<file path="src/rtl/issue_scoreboard.sv">
// issue_scoreboard: three-slot VLIW issue gate with per-register pending-write tracking,
// saturating stall counter, duplicate-destination flag and a drain/acknowledge handshake.
module issue_scoreboard #(
    parameter int NREG = 16,
    parameter int CNTW = 16
) (
    input  logic            clock,
    input  logic            reset,
    input  logic            issue_valid,
    input  logic [3:0]      instpipe1,
    input  logic [3:0]      src1pipe1,
    input  logic [3:0]      src2pipe1,
    input  logic [3:0]      destpipe1,
    input  logic [3:0]      instpipe2,
    input  logic [3:0]      src1pipe2,
    input  logic [3:0]      src2pipe2,
    input  logic [3:0]      destpipe2,
    input  logic [3:0]      instpipe3,
    input  logic [3:0]      src1pipe3,
    input  logic [3:0]      src2pipe3,
    input  logic [3:0]      destpipe3,
    output logic            issue_ready,
    input  logic            w2r_wrpipe1,
    input  logic [3:0]      w2re_destpipe1,
    input  logic            w2r_wrpipe2,
    input  logic [3:0]      w2re_destpipe2,
    input  logic            w2r_wrpipe3,
    input  logic [3:0]      w2re_destpipe3,
    input  logic            drain_req,
    output logic            drain_ack,
    input  logic            flush,
    output logic [NREG-1:0] pending,
    output logic [4:0]      outstanding,
    output logic [CNTW-1:0] stall_cnt,
    output logic            err_dupdest
);
    typedef enum logic [1:0] {RUN, DRAIN, ACK} state_e;
    state_e          state_q, state_d;
    logic [NREG-1:0] pending_q, pending_d, set, clr;
    logic [4:0]      outstanding_q, outstanding_d;
    logic [CNTW-1:0] stall_q, stall_d;
    logic            err_q, err_d, dup;
    logic [3:0]      op [3];
    logic [3:0]      sa [3];
    logic [3:0]      sb [3];
    logic [3:0]      dd [3];
    logic [3:0]      wbd [3];
    logic            wbv [3];
    logic [2:0]      wr, rd1, rd2, haz;

    assign op  = '{instpipe1, instpipe2, instpipe3};
    assign sa  = '{src1pipe1, src1pipe2, src1pipe3};
    assign sb  = '{src2pipe1, src2pipe2, src2pipe3};
    assign dd  = '{destpipe1, destpipe2, destpipe3};
    assign wbd = '{w2re_destpipe1, w2re_destpipe2, w2re_destpipe3};
    assign wbv = '{w2r_wrpipe1, w2r_wrpipe2, w2r_wrpipe3};

    // Hazards look only at the registered vector; same-cycle writebacks never bypass.
    always_comb begin
        clr = '0;
        set = '0;
        wr  = '0;
        rd1 = '0;
        rd2 = '0;
        haz = '0;
        for (int i = 0; i < 3; i++) begin
            wr[i]  = op[i] != 4'd0;
            rd1[i] = wr[i] && op[i] != 4'd4;
            rd2[i] = wr[i] && !(op[i] inside {4'd4, 4'd5, 4'd6, 4'd11});
            haz[i] = (rd1[i] && pending_q[sa[i]]) || (rd2[i] && pending_q[sb[i]]) ||
                     (wr[i] && pending_q[dd[i]]);
            if (wbv[i]) clr[wbd[i]] = 1'b1;
        end
        issue_ready = issue_valid && state_q == RUN && !flush && haz == 3'b000;
        for (int i = 0; i < 3; i++)
            if (issue_ready && wr[i]) set[dd[i]] = 1'b1;
        pending_d = (pending_q & ~clr) | set;
        outstanding_d = '0;
        for (int i = 0; i < NREG; i++) outstanding_d = outstanding_d + 5'(pending_d[i]);
        dup = issue_ready && ((wr[0] && wr[1] && dd[0] == dd[1]) ||
                              (wr[0] && wr[2] && dd[0] == dd[2]) ||
                              (wr[1] && wr[2] && dd[1] == dd[2]));
        err_d   = err_q || dup;
        stall_d = (issue_valid && !issue_ready && stall_q != '1) ? stall_q + 1'b1 : stall_q;
        state_d = state_q == RUN   ? (drain_req ? DRAIN : RUN) :
                  state_q == DRAIN ? (pending_q == '0 ? ACK : DRAIN) :
                                     (drain_req ? DRAIN : RUN);
    end

    always_ff @(posedge clock) begin
        if (reset) begin
            state_q       <= RUN;
            pending_q     <= '0;
            outstanding_q <= '0;
            stall_q       <= '0;
            err_q         <= 1'b0;
        end else begin
            state_q       <= state_d;
            pending_q     <= pending_d;
            outstanding_q <= outstanding_d;
            stall_q       <= stall_d;
            err_q         <= err_d;
        end
    end

    assign pending     = pending_q;
    assign outstanding = outstanding_q;
    assign stall_cnt   = stall_q;
    assign err_dupdest = err_q;
    assign drain_ack   = state_q == ACK;
endmodule

</file>
<file path="config.mk">
export PLATFORM = sky130hd
export DESIGN_NAME = issue_scoreboard
export DESIGN_NICKNAME = d
export VERILOG_FILES = /design/src/rtl/issue_scoreboard.sv
export SDC_FILE = /design/constraint.sdc
export NUM_CORES = 1
export LEC_CHECK = 0
export BUFFER_PORTS_ARGS = -buffer_cell sky130_fd_sc_hd__buf_2
export CAP_MARGIN = 20
export CORE_ASPECT_RATIO = 1.4
export CORE_MARGIN = 8
export CORE_UTILIZATION = 56
export DETAILED_ROUTE_END_ITERATION = 7
export PLACE_DENSITY = 0.78
export SKIP_LAST_GASP = 1
export SLEW_MARGIN = 20
export SYNTH_ARGS = -nofsm -noshare
export SYNTH_HDL_FRONTEND = slang
export SYNTH_SLANG_ARGS = --single-unit
</file>
<file path="constraint.sdc">
create_clock -name clock -period 6.1 [get_ports clock]
set_clock_uncertainty 0.05 [all_clocks]
set_input_delay 0.305 -clock clock [delete_from_list [all_inputs] [get_ports clock]]
set_output_delay 0.305 -clock clock [all_outputs]
set_load 0.05 [all_outputs]
</file>
[Yosys cells after proc, flatten, opt, wreduce, memory -nomap -nowiden]
Cells that the tools add are included.
Storage, ports and cells
  memories: 0
  flip-flop bits (word level): 40
  latch bits: 0
  input bits: 68
  word-level logic and storage cells: 166
  ROM bits: 0
  memory bits (writable): 0
Cells by class
  eq/ne operators: 21
  muxes and demuxes: 40
  shifts and indexed selects: 0
  $lt $le $gt $ge: 18
  bitwise logic cells: 7
  $add $sub $neg: 16
  $mul: 0
  divide/modulo/power cells: 0
  reductions and logical operators: 59
Operators with widths (count)
  two-way mux 16 bit: 6
  bitwise OR 16 bit: 5
  < comparator 4 x 5 -> 1 bit, second input constant: 12
  adder 5 x 1 -> 5 bit: 11
  binary-select mux 1 bit (select 4 bit): 9
  equality test 4 x 3 -> 1 bit, second input constant: 9
  logical AND 1 bit: 36
  demux 1 bit (select 4 bit): 6
  greater-or-equal comparator 4 x 1 -> 1 bit, second input constant: 6
  nonzero test 4 bit: 6
  adder 16 x 1 -> 16 bit, second input constant: 1
  AND 16 bit: 1
  logical NOT 16 bit: 1
  two-way mux 1 bit: 16
  inequality test 16 bit, second input constant: 1
  inverter 16 bit: 1
  equality test 4 bit: 3
  equality test 4 bit, second input constant: 3
  inequality test 4 x 3 -> 1 bit, second input constant: 3
  logical OR 1 bit: 9
  two-way mux 2 bit: 3
  adder 4 x 1 -> 5 bit: 1
  logical NOT 1 bit: 5
  adder 3 x 1 -> 4 bit: 1
  other kinds (6): 6

[Logic depth before layout (Yosys ltp)]
Gate-level depths: netlist of the first run.
  depth in word-level cells: 31
  gate-level depth with buffers: 24
  gate-level depth less buffers: 21

[Least setup slack after synthesis of the first run]
No wires, ideal clock.
  kind: flip-flop to flip-flop
  start point: register pending_q[11], in the netlist pending[11]
  end point: register outstanding_q[3], in the netlist outstanding[3]
  stages on the path, launching flop included: 22
  path slack: 0.308 ns
  data arrival time: 5.614 ns
  data required time: 5.922 ns
  period minus slack after synthesis: 5.792 ns
  cell sequence: dfxtp_1 > buf_2 > mux4_1 > mux2_2 > nand3b_2 > nand4_2 > nor4_4 > nand2_4 > nor4b_4 > a221oi_1 > fa_1 > inv_1 > fa_1 > fa_1 > inv_1 > fa_1 > inv_1 > ha_1 > a21o_1 > a21oi_1 > xor2_1 > nor2_1
On the way
  cells in the longest elaborated chain, start to end: 29
Ends and longest elaborated chain
  from (decl): RTL line 39  | logic [NREG-1:0] pending_q, pending_d, set, clr;
  from (signal assigned): RTL line 99  | pending_q <= pending_d;
  binary-select mux 1 bit (select 4 bit): RTL line 70  | haz[i] = (rd1[i] && pending_q[sa[i]]) || (rd2[i] && pending_q[sb[i]]) ||
  two-way mux 1 bit (implied by the code): RTL line 70
  logical AND 1 bit: RTL line 70
  logical OR 1 bit (2 in series): RTL line 70
  logical NOT 3 bit: RTL line 74  | issue_ready = issue_valid && state_q == RUN && !flush && haz == 3'b000;
  logical AND 1 bit: RTL line 74
  logical AND 1 bit: RTL line 76  | if (issue_ready && wr[i]) set[dd[i]] = 1'b1;
  two-way mux 16 bit: RTL line 76
  (+3 left out)
  two-way mux 16 bit: RTL line 76
  bitwise OR 16 bit *: RTL line 77  | pending_d = (pending_q & ~clr) | set;
  adder 1 x 1 -> 2 bit: RTL line 79  | for (int i = 0; i < NREG; i++) outstanding_d = outstanding_d + 5'(pending_d[i]);
  adder 2 x 1 -> 3 bit: RTL line 79
  adder 3 x 1 -> 4 bit: RTL line 79
  adder 4 x 1 -> 5 bit: RTL line 79
  adder 5 x 1 -> 5 bit (10 in series): RTL line 79
  adder 5 x 1 -> 5 bit *: RTL line 79
  to (signal assigned): RTL line 100  | outstanding_q <= outstanding_d;
  to (decl): RTL line 40  | logic [4:0] outstanding_q, outstanding_d;
Mark *: on every way between the ends. The rest lies on a longest branch, timed or not. The select of a mux whose other input is x is not followed.
A chain may end at the register's enable or synchronous reset.

[Worst setup path after layout of the first run]
  start point: register pending_q[12], in the netlist pending[12]
  end point: register outstanding_q[4], in the netlist outstanding[4]
RTL lines (RTL line)
  binary-select mux 1 bit (select 4 bit): 70
  two-way mux 1 bit (implied by the code): 70
  logical AND 1 bit: 70
  logical OR 1 bit (2 in series): 70
  logical NOT 3 bit *: 74
  logical AND 1 bit *: 74
  logical AND 1 bit: 76
  two-way mux 16 bit: 76
  bitwise OR 16 bit (no source line)
  two-way mux 16 bit: 76
  bitwise OR 16 bit (no source line)
  two-way mux 16 bit *: 76
  bitwise OR 16 bit *: 77
  named net pending_d[9]: 39
  adder 5 x 1 -> 5 bit * (7 in series): 79
The timed path passes the listed nets; every way through them passes the cells marked *. The select of a mux whose other input is x is not followed.

==> metrics.md, run 1 <==
| Metric | Value |
|---|---|
| HPWL after DPL | `14.50 mm` |
| Crit path time final | `5.851 ns` |
| Nets@finish | `798` |
| RePlAce Congestion | `about 1.1` |
| Synth Net Count | `702` |
| Cells after synthesis | `~600` |
| Fillers | `740` |
| Placed instance count | `about 800` |
| First-pass GRT wire length | `around 29 mm` |
| Sequential fraction of the synthesis area | `0.1638` |
| Setup WS post-layout | `~0.25 ns` |
| Worst-Skew Late Latency | `around 0.28 ns` |
| Highest fanout seen on the critical path | `8` |
| CP Launch Point | `pending[12]$_SDFF_PP0_` |
| Prevailing post-synth register cell | `dfxtp_1` |
| I/O Pins | `~110` |
| Critical Path AT | `~6.0 ns` |
| Die width | `~95 um` |
| Hold Crit Class | `input port to flip-flop` |
| FF+latch area | `between 800 and 900 sq um` |
| Most common cell after layout, fill and taps aside | `buf_2` |
| Mapped cell area | `~0.005 sq mm` |
| Tightest Pin Transition | `about 0.82 ns` |
| Final Cycle Share | `0.9591` |
| Post-synth EDFFs | `0` |
| Critical path data required time | `between 6 and 7 ns` |
| Setup WS pre-CTS | `around 0.15 ns` |
| CP max stage delay | `approximately 0.57 ns` |
| Num CTS Buffers | `5` |
| CTS tree | `built` |
| Largest net degree at the start of global routing | `between 40 and 50` |
| Max_slew headroom | `0.4511` |
| Initial Utilization | `0.5713` |
| Site Rows | `40` |
| R2R Path Start | `pending[12]$_SDFF_PP0_` |
| Htree depth | `2` |
| Worst Setup End Kind | `flip-flop` |
| Hold Crit Start | `drain_req` |
| Pwr Total | `a little under 0.0008 W` |
| Initial antenna violation count | `1` |
| Vias in the first global route | `roughly 5400` |
| Total core area | `0.008558 sq mm` |
| Most used cells in the layout excluding fill and tap cells | `buf_2, nor2_1, mux2i_1, inv_1` |
| Via Count | `about 5600` |
| Die Area | `around 0.012 sq mm` |
| Finish-stage setup viols | `0` |
| Cell Count, Final, Fillers Out | `820` |
| Top cell by count, worst path | `fa_1` |
| Ys async rst share | `0` |
| Cell Chain, Critical Path | `mux4_2 > mux2_2 > nand3b_2 > nand4_2 > nor4_4 > nand2_4 > nor4b_4 > buf_4 > a221o_1 > fa_1 > fa_1 > inv_1 > fa_1 > fa_1 > inv_1 > ha_1 > inv_1 > fa_1 > inv_1 > a21oi_1 > nor3b_1` |
| VDD IR max | `a little under 0.2 mV` |
| Clock tree buffer depth | `2` |
| Critical-path top delay cell | `fa_1` |
| Share of layout cells above drive strength 1 | `0.2857` |
| Status | `finished clean` |
| Syn_area_per_cell | `between 7 and 8 sq um` |
| Iter 0 DRT Violations | `517` |
| Cell Pwr Density | `133.4 mW/mm^2` |
| Total of warnings raised by yosys | `0` |
| # DRC | `0` |
| Core Util, Final | `0.6738` |
| Buf/Inv on CP | `5` |
| Critical path type | `flip-flop to flip-flop` |
| #FFs+latches synth | `40` |
| GRT Residual Overflow | `0` |
| Area of the multi-input gates | `~0.0038 sq mm` |
| Area Overhead vs Synth | `17.94%` |
| Via density | `approximately 6.9` |
| Slew Viols, Final | `0` |
| Delay-heaviest family, CP | `adder cells` |
| Fmax | `around 0.17 GHz` |
| WL/cell | `22.91 um` |
| Synth cell types | `70` |
| # clock sinks | `40` |
| Final Hold Fails | `0` |
| Gr usage total | `0.3045` |
| Port bufs | `approximately 110` |
| Static Leak | `2.618 nW` |
| Startpoint class of the critical path | `flip-flop` |
| DRT antenna net count | `0` |
| Root Buffer | `clkbuf_16` |
| Reg clk slew, reported paths | `roughly 0.060 ns` |
| Routed WL | `around 19 mm` |
| Final hold slack | `about 0.22 ns` |
| Die H | `approximately 130 um` |
| First-pass iteration count of the detailed router | `7` |
| Max Cap Viol | `0` |
-- stage by stage --
stage / TNS, ns / instance area (sq um)
2_1_floorplan: 0 / 4890
3_3_place_gp: 0 / 5532
3_5_place_dp: 0 / 5532
4_1_cts: 0 / 5669
5_1_grt: -0.01176 / 5767
6_report: 0 / 5767
-- registers in the layout, indices dropped and copies added (netlist names) --
signal / flops
err_dupdest: 1
pending: 16
outstanding: 5
stall_cnt: 16
state_q: 2
-- cell usage after synthesis (17+ instances only) --
| library cell | number | area share |
|---|---|---|
| nor2b_1 | 20 | 0.026 |
| nor2_1 | 61 | 0.047 |
| nor3_1 | 28 | 0.029 |
| nand4_1 | 23 | 0.029 |
| dfxtp_1 | 40 | 0.16 |
| clkbuf_1 | 31 | 0.024 |
| a31oi_1 | 18 | 0.023 |
| nand2_1 | 29 | 0.022 |
| a21oi_1 | 26 | 0.027 |
| mux4_2 | 17 | 0.078 |
| inv_1 | 32 | 0.025 |
| mux2i_1 | 37 | 0.076 |
-- kinds of logic after synthesis --
group | share of synthesized area
compound gates | 0.1840
xor+xnor | 0.04120
fa+ha+maj | 0.05834
buf+inv | 0.06755
flops | 0.1638
mux | 0.1778
simple gates | 0.3073
-- worst reg2reg max path, delay by kind of cell, from the launching register on --
| kind | cells | cell delay, ns |
|---|---|---|
| DFF | 1 | 0.44 |
| buffers and inverters | 5 | 0.48 |
| adders and majority gates | 6 | 2.50 |
| and+or+nand+nor | 6 | 1.28 |
| muxes | 2 | 0.79 |
| AOI/OAI and AO/OA | 2 | 0.23 |
-- worst paths after layout --
path	slack (ns)	to	cells after the start
setup / recovery	0.25	outstanding[4]$_SDFF_PP0_	21
hold / removal	0.22	state_q[0]$_SDFF_PP0_	2
setup reg to reg	0.25	outstanding[4]$_SDFF_PP0_	21
hold reg to reg	0.43	err_dupdest$_SDFF_PP0_	2
-- report_power, final --
group | switching [W] | total [W] | internal, W
sequential | 0.00000752 | 0.000274 | 0.000267
combinational | 0.000153 | 0.000243 | 0.0000900
clock | 0.000104 | 0.000252 | 0.000148
-- final cells by class --
class                   count  share of cell area
clock buffers               5             0.02170
flip-flops and latches     40              0.1412
clock inverters             2            0.002170
multi-input cells         497              0.6533
inverters                  32             0.02083
well taps                 105             0.02278
repair buffers            138              0.1376
diodes                      1           0.0004339
-- metal layers --
metal  track usage  vias to the layer above  wire length, um
met3       0.05549                       88             1903
met5             0                        -                0
met4        0.1910                        0             1034
li1              -                     2496                -
met2        0.4951                      388             9116
met1        0.3569                     2652             6733
-- repair_timing --
| action | 4_1_cts | 5_1_grt |
|---|---|---|
| hold buffers | 0 | 0 |
| gates resized for setup | 0 | 13 |
| setup buffers | 0 | 8 |
| setup endpoints to repair | 0 | 3 |
| hold endpoints to repair | 0 | 0 |
Power figures use the tool's default switching activity.
==> run 2: changes to the inputs <==
--- a/config.mk
+++ b/config.mk
@@ -11,6 +11,7 @@
 export CORE_MARGIN = 8
 export CORE_UTILIZATION = 56
 export DETAILED_ROUTE_END_ITERATION = 7
+export MAX_ROUTING_LAYER = met4
 export PLACE_DENSITY = 0.78
 export SKIP_LAST_GASP = 1
 export SLEW_MARGIN = 20
==> run 2 against run 1 <==
Clock-buffer cell count grew 1; cell count grew 0.37%; final area grew 1.2%; core utilization grew 0.83 points; register-to-register slack lost 0.03 ns; clock power grew 24%; die area is the same; combinational power is essentially flat; via count shrank 0.69%; maximum frequency shrank 0.54%; critical endpoint unchanged; highest routed layer unchanged.
==> metrics.md, run 2 (synthesis results as in run 1) <==
| Metric | Value |
|---|---|
| Gr usage total | `0.3162` |
| Crit path time final | `between 5 and 6 ns` |
| Worst Setup End Kind | `flip-flop` |
| Max_slew headroom | `0.4455` |
| Initial Utilization | `0.5713` |
| Worst-Skew Late Latency | `0.29 ns` |
| Status | `finished clean` |
| Htree depth | `2` |
| Hold endpoint | `state_q[0]$_SDFF_PP0_` |
| GR Layer Usage met3 | `0.04368` |
| Die Area | `between 0.01 and 0.015 sq mm` |
| Nets@finish | `about 800` |
| Via Count | `around 5600` |
| # DRC | `0` |
| Reg clk slew, reported paths | `~0.06 ns` |
| Seq pwr share | `0.330` |
| Total core area | `roughly 0.0086 sq mm` |
| Area of the multi-input gates | `around 0.0038 sq mm` |
| Top cell by count, worst path | `fa_1` |
| Critical-path top delay cell | `fa_1` |
| Fillers | `about 720` |
| Highest fanout seen on the critical path | `9` |
| Final non-filler cell area | `roughly 0.006 sq mm` |
| Cell Pwr Density | `approximately 140 mW/mm^2` |
| Share of layout cells above drive strength 1 | `0.2967` |
| Final Hold Fails | `0` |
| VDD IR max | `approximately 0.2 mV` |
| Via density | `around 6.8` |
| Port bufs | `about 110` |
| Final Cycle Share | `0.9643` |
| Internal power | `roughly 0.00056 W` |
| CTS tree | `built` |
| # clock sinks | `40` |
| Critical path data required time | `between 6 and 7 ns` |
| Tightest Pin Transition | `about 0.83 ns` |
| Hold Crit Class | `input port to flip-flop` |
| Site Rows | `40` |
| Most common cell after layout, fill and taps aside | `buf_2` |
| Met1 Use GR | `0.3617` |
| Finish-stage setup viols | `0` |
| Hold Crit Start | `drain_req` |
| Fmax | `between 0.15 and 0.2 GHz` |
| Core Util, Final | `0.6822` |
| Slew Viols, Final | `0` |
| HPWL after DPL | `approximately 14 mm` |
| Initial antenna violation count | `0` |
| Largest net degree at the start of global routing | `47` |
| Met2 track demand over resource | `0.5021` |
| Area Overhead vs Synth | `19.40%` |
| RR Endpoint | `outstanding[4]$_SDFF_PP0_` |
| Clock share of power | `0.378` |
| Max Cap Viol | `0` |
| CP Launch Point | `pending[5]$_SDFF_PP0_` |
| R2R Path Start | `pending[5]$_SDFF_PP0_` |
| First-pass iteration count of the detailed router | `5` |
| Iter 0 DRT Violations | `~470` |
| R2r worst-path depth | `23` |
| Sw Ratio | `0.3233` |
| Die width | `about 95 um` |
| Comb power frac | `0.293` |
| DP Area | `approximately 0.0056 sq mm` |
| Vias in the first global route | `5606` |
| Routed WL | `~19 mm` |
| Cell Chain, Critical Path | `buf_4 > mux4_2 > mux2i_1 > or3_4 > nand4_2 > nor4_4 > buf_4 > nand2_4 > nor4b_4 > buf_4 > a221o_1 > fa_1 > fa_1 > inv_1 > fa_1 > fa_1 > inv_1 > ha_1 > inv_1 > fa_1 > inv_1 > a21oi_1 > nor3b_1` |
| Startpoint class of the critical path | `flip-flop` |
| R2R setup slack | `roughly 0.22 ns` |
| DRT antenna net count | `0` |
| Critical Path AT | `approximately 6.0 ns` |
| Delay-heaviest family, CP | `adder cells` |
| WL/cell | `~23 um` |
| CP max stage delay | `0.55 ns` |
| Hold Crit Depth | `2` |
| Most used cells in the layout excluding fill and tap cells | `buf_2, nor2_1, mux2i_1, buf_4, inv_1` |
| RePlAce Congestion | `roughly 1.1` |
| FF+latch area | `about 800 sq um` |
| Antenna diodes | `0` |
| Switching power | `between 0.0002 and 0.0003 W` |
| Root Buffer | `clkbuf_16` |
| Critical path type | `flip-flop to flip-flop` |
| Top Usage Layer GRT | `met2` |
| Die H | `about 130 um` |
| Clock tree buffer depth | `2` |
| Static Leak | `around 2.7 nW` |
| Num CTS Buffers | `5` |
| GRT Residual Overflow | `0` |
| First-pass GRT wire length | `29.21 mm` |
| Buf/Inv on CP | `7` |
| I/O Pins | `108` |
[run 2: cell types whose count changed in the layout (fill, tap and decap cells not counted), sizes merged]
cell      previous run  this run
bufinv               0         1
clkinvlp             1         0
clkbuf               5         6
buf                138       141
diode                1         0
[run 2: worst max path at each step]
stage | end | slack (ns) | cells past startpoint
finish | outstanding[4]$_SDFF_PP0_ | 0.22 | 23
detailed placement | outstanding[3]$_SDFF_PP0_ | 0.1 | 21
CTS | outstanding[3]$_SDFF_PP0_ | 0.16 | 21
floorplan | outstanding[3]$_SDFF_PP0_ | 0.31 | 21
global route | outstanding[4]$_SDFF_PP0_ | -0.02 | 23
global placement | outstanding[3]$_SDFF_PP0_ | 0.24 | 21
[run 2: area by class of cell]
cell class / count / area share
well taps: 105 / 0.02250
clock buffers: 6 / 0.02379
flip-flops and latches: 40 / 0.1410
clock inverters: 2 / 0.006644
repair buffers: 141 / 0.1376
multi-input cells: 497 / 0.6479
inverters: 32 / 0.02057
[run 2: power by group through the flow]
stage / registers [W] / clock network (W) / logic [W]
2_1_floorplan: 0.000289 / 0 / 0.000139
3_3_place_gp: 0.000279 / 0 / 0.000230
3_5_place_dp: 0.000279 / 0 / 0.000233
4_1_cts: 0.000273 / 0.000321 / 0.000234
5_1_grt: 0.000273 / 0.000328 / 0.000261
6_report: 0.000273 / 0.000313 / 0.000242
[run 2: timing repair]
action / 4_1_cts / 5_1_grt
setup buffers: 0 / 6
hold buffers: 0 / 0
endpoints found under the setup margin: 0 / 3
resized for setup: 0 / 21
[run 2: through the flow]
stage	hold slack (ns)	setup TNS, ns	power, W	std cells	setup slack, ns
6_report	0.2136	0	0.0008284	823	0.2178
5_1_grt	0.2189	-0.01798	0.0008628	823	-0.01571
4_1_cts	0.2100	0	0.0008281	817	0.1589
3_5_place_dp	0.4123	0	0.0005123	809	0.09635
3_3_place_gp	0.3970	0	0.0005083	809	0.2429
2_1_floorplan	0.4110	0	0.0004283	618	0.3083
[run 2: metal layers]
layer  vias to the layer above  part of all wire
met5                         -                 0
met2                       328              0.49
met1                      2660              0.37
met3                        96             0.080
met4                         0             0.063
li1                       2501                 -
==> run 3: changes to the inputs <==
--- a/config.mk
+++ b/config.mk
@@ -12,7 +12,7 @@
 export CORE_UTILIZATION = 56
 export DETAILED_ROUTE_END_ITERATION = 7
 export MAX_ROUTING_LAYER = met4
-export PLACE_DENSITY = 0.78
+export PLACE_DENSITY = 0.83
 export SKIP_LAST_GASP = 1
 export SLEW_MARGIN = 20
 export SYNTH_ARGS = -nofsm -noshare
==> run 3 against run 2 <==
First-iteration DRC count is 39% higher; combinational power hardly changed; register-to-register slack worse by 0.06 ns; worst hold slack worse by 0.0061 ns; routed wire length is 2.3% lower; clock power hardly changed; critical path depth is 2 lower; sequential power hardly changed; die area stayed put; final area is 1.5% lower; total power is 0.63% lower; non-clock buffer count is 7 lower; largest power group unchanged.
==> metrics.md, run 3 (synthesis results as in run 1) <==
| Metric | Value |
|---|---|
| Critical path data required time | `6.26 ns` |
| Setup WS post-layout | `roughly 0.16 ns` |
| Status | `finished clean` |
| Routed WL | `approximately 18 mm` |
| RePlAce Congestion | `between 1 and 1.5` |
| Placed instance count | `around 810` |
| I/O Pins | `roughly 110` |
| Static Leak | `2.608 nW` |
| Finish-stage setup viols | `0` |
| Slew Viols, Final | `0` |
| WP depth | `21` |
| Via density | `6.806` |
| Critical path type | `flip-flop to flip-flop` |
| R2r worst-path depth | `21` |
| Iter 0 DRT Violations | `around 650` |
| Final Hold Fails | `0` |
| Htree depth | `2` |
| Via Count | `5554` |
| Die H | `126.6 um` |
| Clock tree buffer depth | `2` |
| Critical Path AT | `6.09 ns` |
| VDD IR max | `0.2560 mV` |
| Share of layout cells above drive strength 1 | `0.2686` |
| Setup WS pre-CTS | `-0.02158 ns` |
| Site Rows | `40` |
| Post-CTS Hold Buffers | `0` |
| Initial antenna violation count | `0` |
| HPWL after DPL | `13.88 mm` |
| Gr usage total | `0.3037` |
| Die Area | `approximately 0.012 sq mm` |
| Max Cap Viol | `0` |
| Critical-path top delay cell | `dfxtp_1` |
| Startpoint class of the critical path | `flip-flop` |
| Crit path time final | `5.937 ns` |
| First-pass GRT wire length | `between 20 and 30 mm` |
| Fillers | `roughly 740` |
| Cell Count, Final, Fillers Out | `816` |
| Buf/Inv on CP | `6` |
| Pwr Total | `0.0008232 W` |
| Initial Utilization | `0.5713` |
| Total core area | `about 0.0086 sq mm` |
| Reg clk slew, reported paths | `roughly 0.060 ns` |
| Cell Chain, Critical Path | `mux4_2 > nor2b_1 > or4_1 > nand4_1 > nor2_1 > buf_4 > a31oi_1 > inv_1 > a221o_1 > fa_1 > fa_1 > inv_1 > fa_1 > fa_1 > inv_1 > ha_1 > inv_1 > fa_1 > inv_1 > a21oi_1 > nor3b_1` |
| DRT antenna net count | `0` |
| # DRC | `0` |
| Vias in the first global route | `5469` |
| Highest fanout seen on the critical path | `16` |
| GRT Residual Overflow | `0` |
| Tightest Pin Transition | `between 0.8 and 0.9 ns` |
| Largest net degree at the start of global routing | `47` |
| WL/cell | `around 22 um` |
| Antenna diodes | `0` |
| Hold Crit Start | `drain_req` |
| Num CTS Buffers | `5` |
| CP max stage delay | `0.70 ns` |
| Most used cells in the layout excluding fill and tap cells | `buf_2, nor2_1, dfxtp_1, mux2i_1, inv_1` |
| First-pass iteration count of the detailed router | `5` |
| Worst Setup End Kind | `flip-flop` |
| Delay-heaviest family, CP | `adder cells` |
| CTS tree | `built` |
| Hold Crit Class | `input port to flip-flop` |
| CP Launch Point | `pending[9]$_SDFF_PP0_` |
| Area Overhead vs Synth | `17.66%` |
| Hold Crit Depth | `2` |
| Nets@finish | `794` |
| R2R Path Start | `pending[9]$_SDFF_PP0_` |
| Port bufs | `between 100 and 150` |
| Area of the multi-input gates | `between 0.003 and 0.004 sq mm` |
| Root Buffer | `clkbuf_16` |
| Die width | `94.98 um` |
| Fmax | `~0.17 GHz` |
| Max_slew headroom | `0.3954` |
| # clock sinks | `40` |
| Most common cell after layout, fill and taps aside | `buf_2` |
| Cell Pwr Density | `~140 mW/mm^2` |
| FF+latch area | `around 800 sq um` |
| Final Cycle Share | `0.9733` |
| Worst-Skew Late Latency | `slightly below 0.3 ns` |
| Final hold slack | `about 0.21 ns` |
[run 3: cell types whose count changed in the layout (fill, tap and decap cells not counted), moves of 2 or more]
cell | before | now
dfxtp_1 | 26 | 40
dfxtp_2 | 12 | 0
buf_4 | 33 | 26
dfxtp_4 | 2 | 0
[run 3: cell type report]
type,count,area share
Clock buffer,5,0.02175
Clock inverter,3,0.008047
Inverter,32,0.02088
Multi-Input combinational cell,497,0.6568
Sequential cell,40,0.1392
Tap cell,105,0.02284
Timing Repair Buffer,134,0.1305
[run 3: path summary, 6_finish.rpt]
| check | slack [ns] | to |
|---|---|---|
| setup / recovery | 0.16 | outstanding[4]$_SDFF_PP0_ |
| hold / removal | 0.21 | state_q[0]$_SDFF_PP0_ |
| setup reg to reg | 0.16 | outstanding[4]$_SDFF_PP0_ |
| hold reg to reg | 0.43 | err_dupdest$_SDFF_PP0_ |
[run 3: report_power, final]
part | internal, W | leakage [nW] | switching (W) | total [W]
Combinational | 0.0000869 | 2.20 | 0.000152 | 0.000239
Sequential | 0.000266 | 0.323 | 0.00000672 | 0.000273
Clock | 0.000195 | 0.0804 | 0.000116 | 0.000311
Total | 0.000548 | 2.61 | 0.000275 | 0.000823
[run 3: layer usage]
layer | vias to the layer above | GRT usage | share of wire
li1 | 2507 | - | -
met1 | 2597 | 0.3469 | 0.35
met2 | 376 | 0.4975 | 0.50
met3 | 74 | 0.05018 | 0.11
met4 | 0 | 0.1531 | 0.044
met5 | - | - | 0
[run 3: stage by stage]
step                      cell area (sq um)  setup TNS, ns  utilization
after floorplan                        4890              0            -
after global placement                 5542              0       0.6475
after detailed placement               5542       -0.02158       0.6475
after CTS                              5713              0       0.6675
after global routing                   5753       -0.05096       0.6722
final                                  5753              0       0.6722
[run 3: timing repair]
item / in CTS / in global routing
setup endpoints to repair: 0 / 4
setup buffers: 0 / 1
gates resized for setup: 0 / 4
